File: config.mk
export PLATFORM = sky130hd
export DESIGN_NAME = comparador_seq
export DESIGN_NICKNAME = d
export VERILOG_FILES = /design/src/rtl/comparador_seq.sv
export SDC_FILE = /design/constraint.sdc
export NUM_CORES = 1
export LEC_CHECK = 0
export ABC_AREA = 1
export CORE_MARGIN = 10
export CORE_UTILIZATION = 50
export DETAILED_ROUTE_END_ITERATION = 10
export HOLD_SLACK_MARGIN = 0.1
export PLACE_DENSITY = 0.79
export SLEW_MARGIN = 20
export SYNTH_ARGS = -nofsm -noshare
export SYNTH_HDL_FRONTEND = slang
export SYNTH_SLANG_ARGS = --single-unit
export TNS_END_PERCENT = 5
File: constraint.sdc
create_clock -name CLK -period 5.45 [get_ports CLK]
set_clock_uncertainty 0.15 [all_clocks]
set_input_delay 1.09 -clock CLK [delete_from_list [all_inputs] [get_ports CLK]]
set_output_delay 1.09 -clock CLK [all_outputs]
set_load 0.005 [all_outputs]
File: src/rtl/comparador_seq.sv
// Multi-cycle magnitude/equality comparator: scans operands CHUNK bits per cycle
// from the MSB down and stops at the first differing chunk.
module comparador_seq #(
  parameter int WIDTH = 16,
  parameter int CHUNK = 4
) (
  input  logic             CLK,
  input  logic             RST,
  input  logic             START,
  input  logic [WIDTH-1:0] A,
  input  logic [WIDTH-1:0] B,
  input  logic [2:0]       MODO,
  input  logic             SINAL,
  output logic             BUSY,
  output logic             DONE,
  output logic             IGUAL,
  output logic             MAIOR,
  output logic             MENOR,
  output logic             RESULTADO
);

  localparam int N_CHUNKS = WIDTH / CHUNK;
  localparam int IDX_W    = (N_CHUNKS > 1) ? $clog2(N_CHUNKS) : 1;
  localparam logic [IDX_W-1:0] IDX_LAST = IDX_W'(N_CHUNKS - 1);

  typedef enum logic [1:0] {IDLE, COMPARA, FIM} state_t;

  state_t           state_q;
  logic [WIDTH-1:0] a_q, b_q;
  logic [2:0]       modo_q;
  logic [IDX_W-1:0] idx_q;
  logic             busy_q, done_q, igual_q, maior_q, menor_q, res_q;

  logic [WIDTH-1:0] msb_mask, cap_a_d, cap_b_d, sh_a, sh_b;
  logic [31:0]      shamt;
  logic [CHUNK-1:0] chunk_a, chunk_b;
  logic             chunk_gt;

  function automatic logic rel_sel(input logic [2:0] modo, input logic ig,
                                   input logic ma, input logic me);
    case (modo)
      3'b000:  rel_sel = ig;
      3'b001:  rel_sel = ~ig;
      3'b010:  rel_sel = me;
      3'b011:  rel_sel = me | ig;
      3'b100:  rel_sel = ma;
      3'b101:  rel_sel = ma | ig;
      default: rel_sel = 1'b0;
    endcase
  endfunction

  // Flipping the sign bit maps two's-complement order onto unsigned order.
  always_comb begin
    msb_mask = '0;
    msb_mask[WIDTH-1] = 1'b1;
    cap_a_d  = A ^ ({WIDTH{SINAL}} & msb_mask);
    cap_b_d  = B ^ ({WIDTH{SINAL}} & msb_mask);
    shamt    = 32'(idx_q) * CHUNK;
    sh_a     = a_q << shamt;
    sh_b     = b_q << shamt;
    chunk_a  = sh_a[WIDTH-1 -: CHUNK];
    chunk_b  = sh_b[WIDTH-1 -: CHUNK];
    chunk_gt = (chunk_a > chunk_b);
  end

  always_ff @(posedge CLK) begin
    if (RST) begin
      state_q <= IDLE;
      a_q     <= '0;
      b_q     <= '0;
      modo_q  <= '0;
      idx_q   <= '0;
      busy_q  <= 1'b0;
      done_q  <= 1'b0;
      igual_q <= 1'b0;
      maior_q <= 1'b0;
      menor_q <= 1'b0;
      res_q   <= 1'b0;
    end else begin
      case (state_q)
        IDLE: begin
          if (START) begin
            a_q     <= cap_a_d;
            b_q     <= cap_b_d;
            modo_q  <= MODO;
            idx_q   <= '0;
            busy_q  <= 1'b1;
            igual_q <= 1'b0;
            maior_q <= 1'b0;
            menor_q <= 1'b0;
            res_q   <= 1'b0;
            state_q <= COMPARA;
          end
        end
        COMPARA: begin
          if (chunk_a != chunk_b) begin
            maior_q <= chunk_gt;
            menor_q <= ~chunk_gt;
            igual_q <= 1'b0;
            res_q   <= rel_sel(modo_q, 1'b0, chunk_gt, ~chunk_gt);
            busy_q  <= 1'b0;
            done_q  <= 1'b1;
            state_q <= FIM;
          end else if (idx_q == IDX_LAST) begin
            igual_q <= 1'b1;
            maior_q <= 1'b0;
            menor_q <= 1'b0;
            res_q   <= rel_sel(modo_q, 1'b1, 1'b0, 1'b0);
            busy_q  <= 1'b0;
            done_q  <= 1'b1;
            state_q <= FIM;
          end else begin
            idx_q <= idx_q + 1'b1;
          end
        end
        FIM: begin
          done_q  <= 1'b0;
          state_q <= IDLE;
        end
        default: state_q <= IDLE;
      endcase
    end
  end

  assign BUSY      = busy_q;
  assign DONE      = done_q;
  assign IGUAL     = igual_q;
  assign MAIOR     = maior_q;
  assign MENOR     = menor_q;
  assign RESULTADO = res_q;

endmodule

==> parameters.txt <==
Parameter                              Value

Floorplan
  Starting Density    51.3%
  Width of the die    84.1 um
  I/O pin count    45
  Die footprint    7070 um2
  Die Y    between 80 and 90 um
  Number of rows in the core area    23
  Total core area    4000 um2

Clock network
  CTS clock-pin slew for the worst setup and hold paths    roughly 80 ps
  Sinks on Clock Net    45
  Cts repair resizes    0
  Max Root-Sink Buffers    2
  H-tree depth reported by CTS    2
  TritonCTS clock tree    yes
  Worst skew pair latency    a little under 300 ps
  # Post-CTS Setup Buffers    0
  Number of buffers added to fix hold violations after cts    0
  Cts bufs inserted    5
  Root Buffer    sky130_fd_sc_hd__clkbuf_8

Setup path
  Cells traversed along the worst timing path    clkinv_1 > o21ai_0 > o22ai_1 > ha_1 > nand2_2 > nor2_4 > inv_2 > o21ai_4 > nand2_2 > o21ai_2 > nand2_1 > nand2_1 > a21oi_2
  Critical path fanouts, max    19
  Slowest cell on the critical path    sky130_fd_sc_hd__dfxtp_1
  WP data required    5490 ps
  Family with the most delay on the worst path    compound AO/OA/AOI/OAI gates
  Critical setup path kind    flip-flop to flip-flop
  CP endpoint kind    flip-flop
  Worst R2R Setup Slack    2410 ps
  Worst path bufs/invs    2
  Arrival time of data at the critical path endpoint    ~3100 ps
  Element type at the critical path start    flip-flop
  Stage delay of the slowest cell on the critical path    690 ps

STA
  Unrepaired setup endpoints after global routing    false
  Min cycle time layout    3040 ps
  Achievable frequency    329 MHz
  Setup_tns    0 ps
  Setup violators final    0
  Final max-slew violation count    0
  Period utilization    55.9%
  Worst rel slew slack    47.6%
  Count of final hold-check violations    0
  Actual slew at the worst max-slew pin    785 ps

Logic synthesis
  Number of warnings reported in the yosys synthesis log    0
  Sequential area share after synthesis    between 40 and 50%
  Share of the synthesized area in compound gates (AO/OA/AOI/OAI)    between 20 and 25%
  Yosys reg bits    45
  Mux share of post-synthesis cell area    0%
  Dominant combinational cell family by area after synthesis    simple AND/OR/NAND/NOR gates
  Simple-gate area share of the yosys netlist    between 20% and 30%
  Synth unique cells    27
  Number of instances in the synthesized netlist    282
  Synthesized netlist net count    approximately 330
  Cell area after technology mapping    2050 um2
  Per-instance average area after synthesis    7.28 um2
  Share of synthesized cell area in full adder, half adder and majority cells    ~4.3%
  Post-synthesis share of cell area spent on xor and xnor gates    less than 1%

Place
  Count of buffers from port buffering    44
  DP HPWL    ~3.3 mm
  Placed Cells incl. Taps    roughly 360
  Routability cong.    0.828
  Area of placed instances    2480 um2

Routing
  Number of detailed-routing iterations run before antenna repair    4
  Detail Route Antenna Nets    0
  Wire length per cell after detailed routing    around 12 um
  Violation count after the first detailed-route iteration    126
  Total via count in the routed design    1840
  Average vias per placed instance    4.99
  Post-Route WL    4.49 mm
  Residual DRC count    0

Power and ir drop
  Sw Share    33.6%
  Power dissipated by switching net loads    about 0.00029 W
  Seq pwr share    between 40% and 50%
  Internal power    0.000581 W
  Combinational Power Share    between 30% and 40%
  Ratio of total power to cell area    341 nW/um2
  Portion of total power attributed to the clock network    around 22%
  VDD IR max    ~0.20 mV
  Static Leak    1.05 nW

Cells and area
  Antenna Diode Count    0
  Most frequent standard cell in the layout excluding fill and tap cells    sky130_fd_sc_hd__nor2_1
  Total non-filler cell area in the finished layout    2570 um2
  Filler cell count in the final layout    372
  Final-stage net count    approximately 360
  Fraction of layout cells with a size suffix above 1    5.96%
  Most frequent cells in the layout    sky130_fd_sc_hd__nor2_1 (79), sky130_fd_sc_hd__dfxtp_1 (45), sky130_fd_sc_hd__o21ai_0 (45)
  Post-layout instance count excluding filler cells    369
  Syn-to-layout area delta    25.0%

Job
  Number of maximum-capacitance constraint violations    0

Run status
  Outcome    completed

Global routing
  Wire length of the first global-routing pass    7.89 mm
  Number of global-route vias before repair    1813
  Largest net degree at the start of global routing    41
  Grt ovf    0
  All-layer global routing usage    between 10 and 15%
  Number of antenna violations at the first check in global routing    0

Min path
  Worst min path class    flip-flop to flip-flop
-- power by group through the flow --
stage	clock, W	sequential (W)	combinational (W)
after floorplan	0	0.000399	0.000206
after global placement	0	0.000407	0.000272
after global routing	0.000215	0.000408	0.000322
after detailed placement	0	0.000409	0.000279
after CTS	0.000199	0.000401	0.000281
final	0.000193	0.000401	0.000280
-- synth_stat cells, drive strengths merged --
| master | n | area [um2] |
|---|---|---|
| o22ai | 4 | 25.0 |
| buf | 8 | 48.8 |
| nand2 | 31 | 121 |
| nor4 | 1 | 6.26 |
| nand3b | 1 | 7.51 |
| nor2 | 82 | 325 |
| ha | 7 | 87.6 |
| dfxtp | 45 | 901 |
| a211oi | 3 | 22.5 |
| nand3 | 5 | 25.0 |
| xor2 | 1 | 8.76 |
| a21oi | 16 | 83.8 |
| clkinv | 1 | 3.75 |
| o21ai | 47 | 250 |
| a32o | 3 | 30.0 |
| inv | 19 | 71.3 |
| xnor2 | 1 | 8.76 |
| clkbuf | 7 | 26.3 |
-- flip-flops by register name, indices dropped and copies added, names as in the netlist --
signal,cells
IGUAL,1
BUSY,1
MENOR,1
b_q,16
DONE,1
state_q,2
modo_q,3
a_q,16
RESULTADO,1
idx_q,2
MAIOR,1
-- area by class of cell --
class / count / area [um2] / share of cell area, %
Clock buffer: 6 / 72.6 / 2.83
Sequential cell: 45 / 901 / 35.1
Tap cell: 50 / 62.6 / 2.44
Clock inverter: 2 / 10.0 / 0.390
Timing Repair Buffer: 44 / 440 / 17.2
Inverter: 20 / 75.1 / 2.93
Multi-Input combinational cell: 202 / 1000 / 39.2
-- final timing paths --
kind	from	endpoint	cells past startpoint
setup / recovery	idx_q[0]	RESULTADO	13
hold / removal	b_q[15]	b_q[15]	2
setup reg to reg	idx_q[0]	RESULTADO	13
hold reg to reg	b_q[15]	b_q[15]	2
-- metrics by stage --
stage                     total power (W)  setup WS, ps  utilization, %  hold WS [ps]
after CTS                        0.000881          2250            64.1           306
final                            0.000874          2410            64.2           303
after detailed placement         0.000688          1950            62.0           294
after global routing             0.000945          2010            64.2           332
after global placement           0.000680          2060            62.0           290
after floorplan                  0.000606          3130               -           274
-- kinds of logic after synthesis --
logic type | after synthesis
AO/OA/AOI/OAI | 73
AND/OR/NAND/NOR | 120
XOR/XNOR | 2
flip-flops | 45
buffers and inverters | 35
adder cells (fa/ha/maj) | 7
-- worst min-delay path, stage by stage (launching register included) --
cell and delay, ps:
sky130_fd_sc_hd__dfxtp_1 300, sky130_fd_sc_hd__inv_1 60, sky130_fd_sc_hd__a21oi_1 50
-- per-layer routing --
layer | global-route usage (%) | wire (um) | vias up
met3 | 3.81 | 229 | 5
met1 | 16.0 | 2250 | 802
met5 | 0 | 0 | -
met4 | 4.11 | 46 | 0
li1 | - | - | 991
met2 | 21.0 | 1970 | 42
Note: power is estimated with default switching activity, not from simulation.
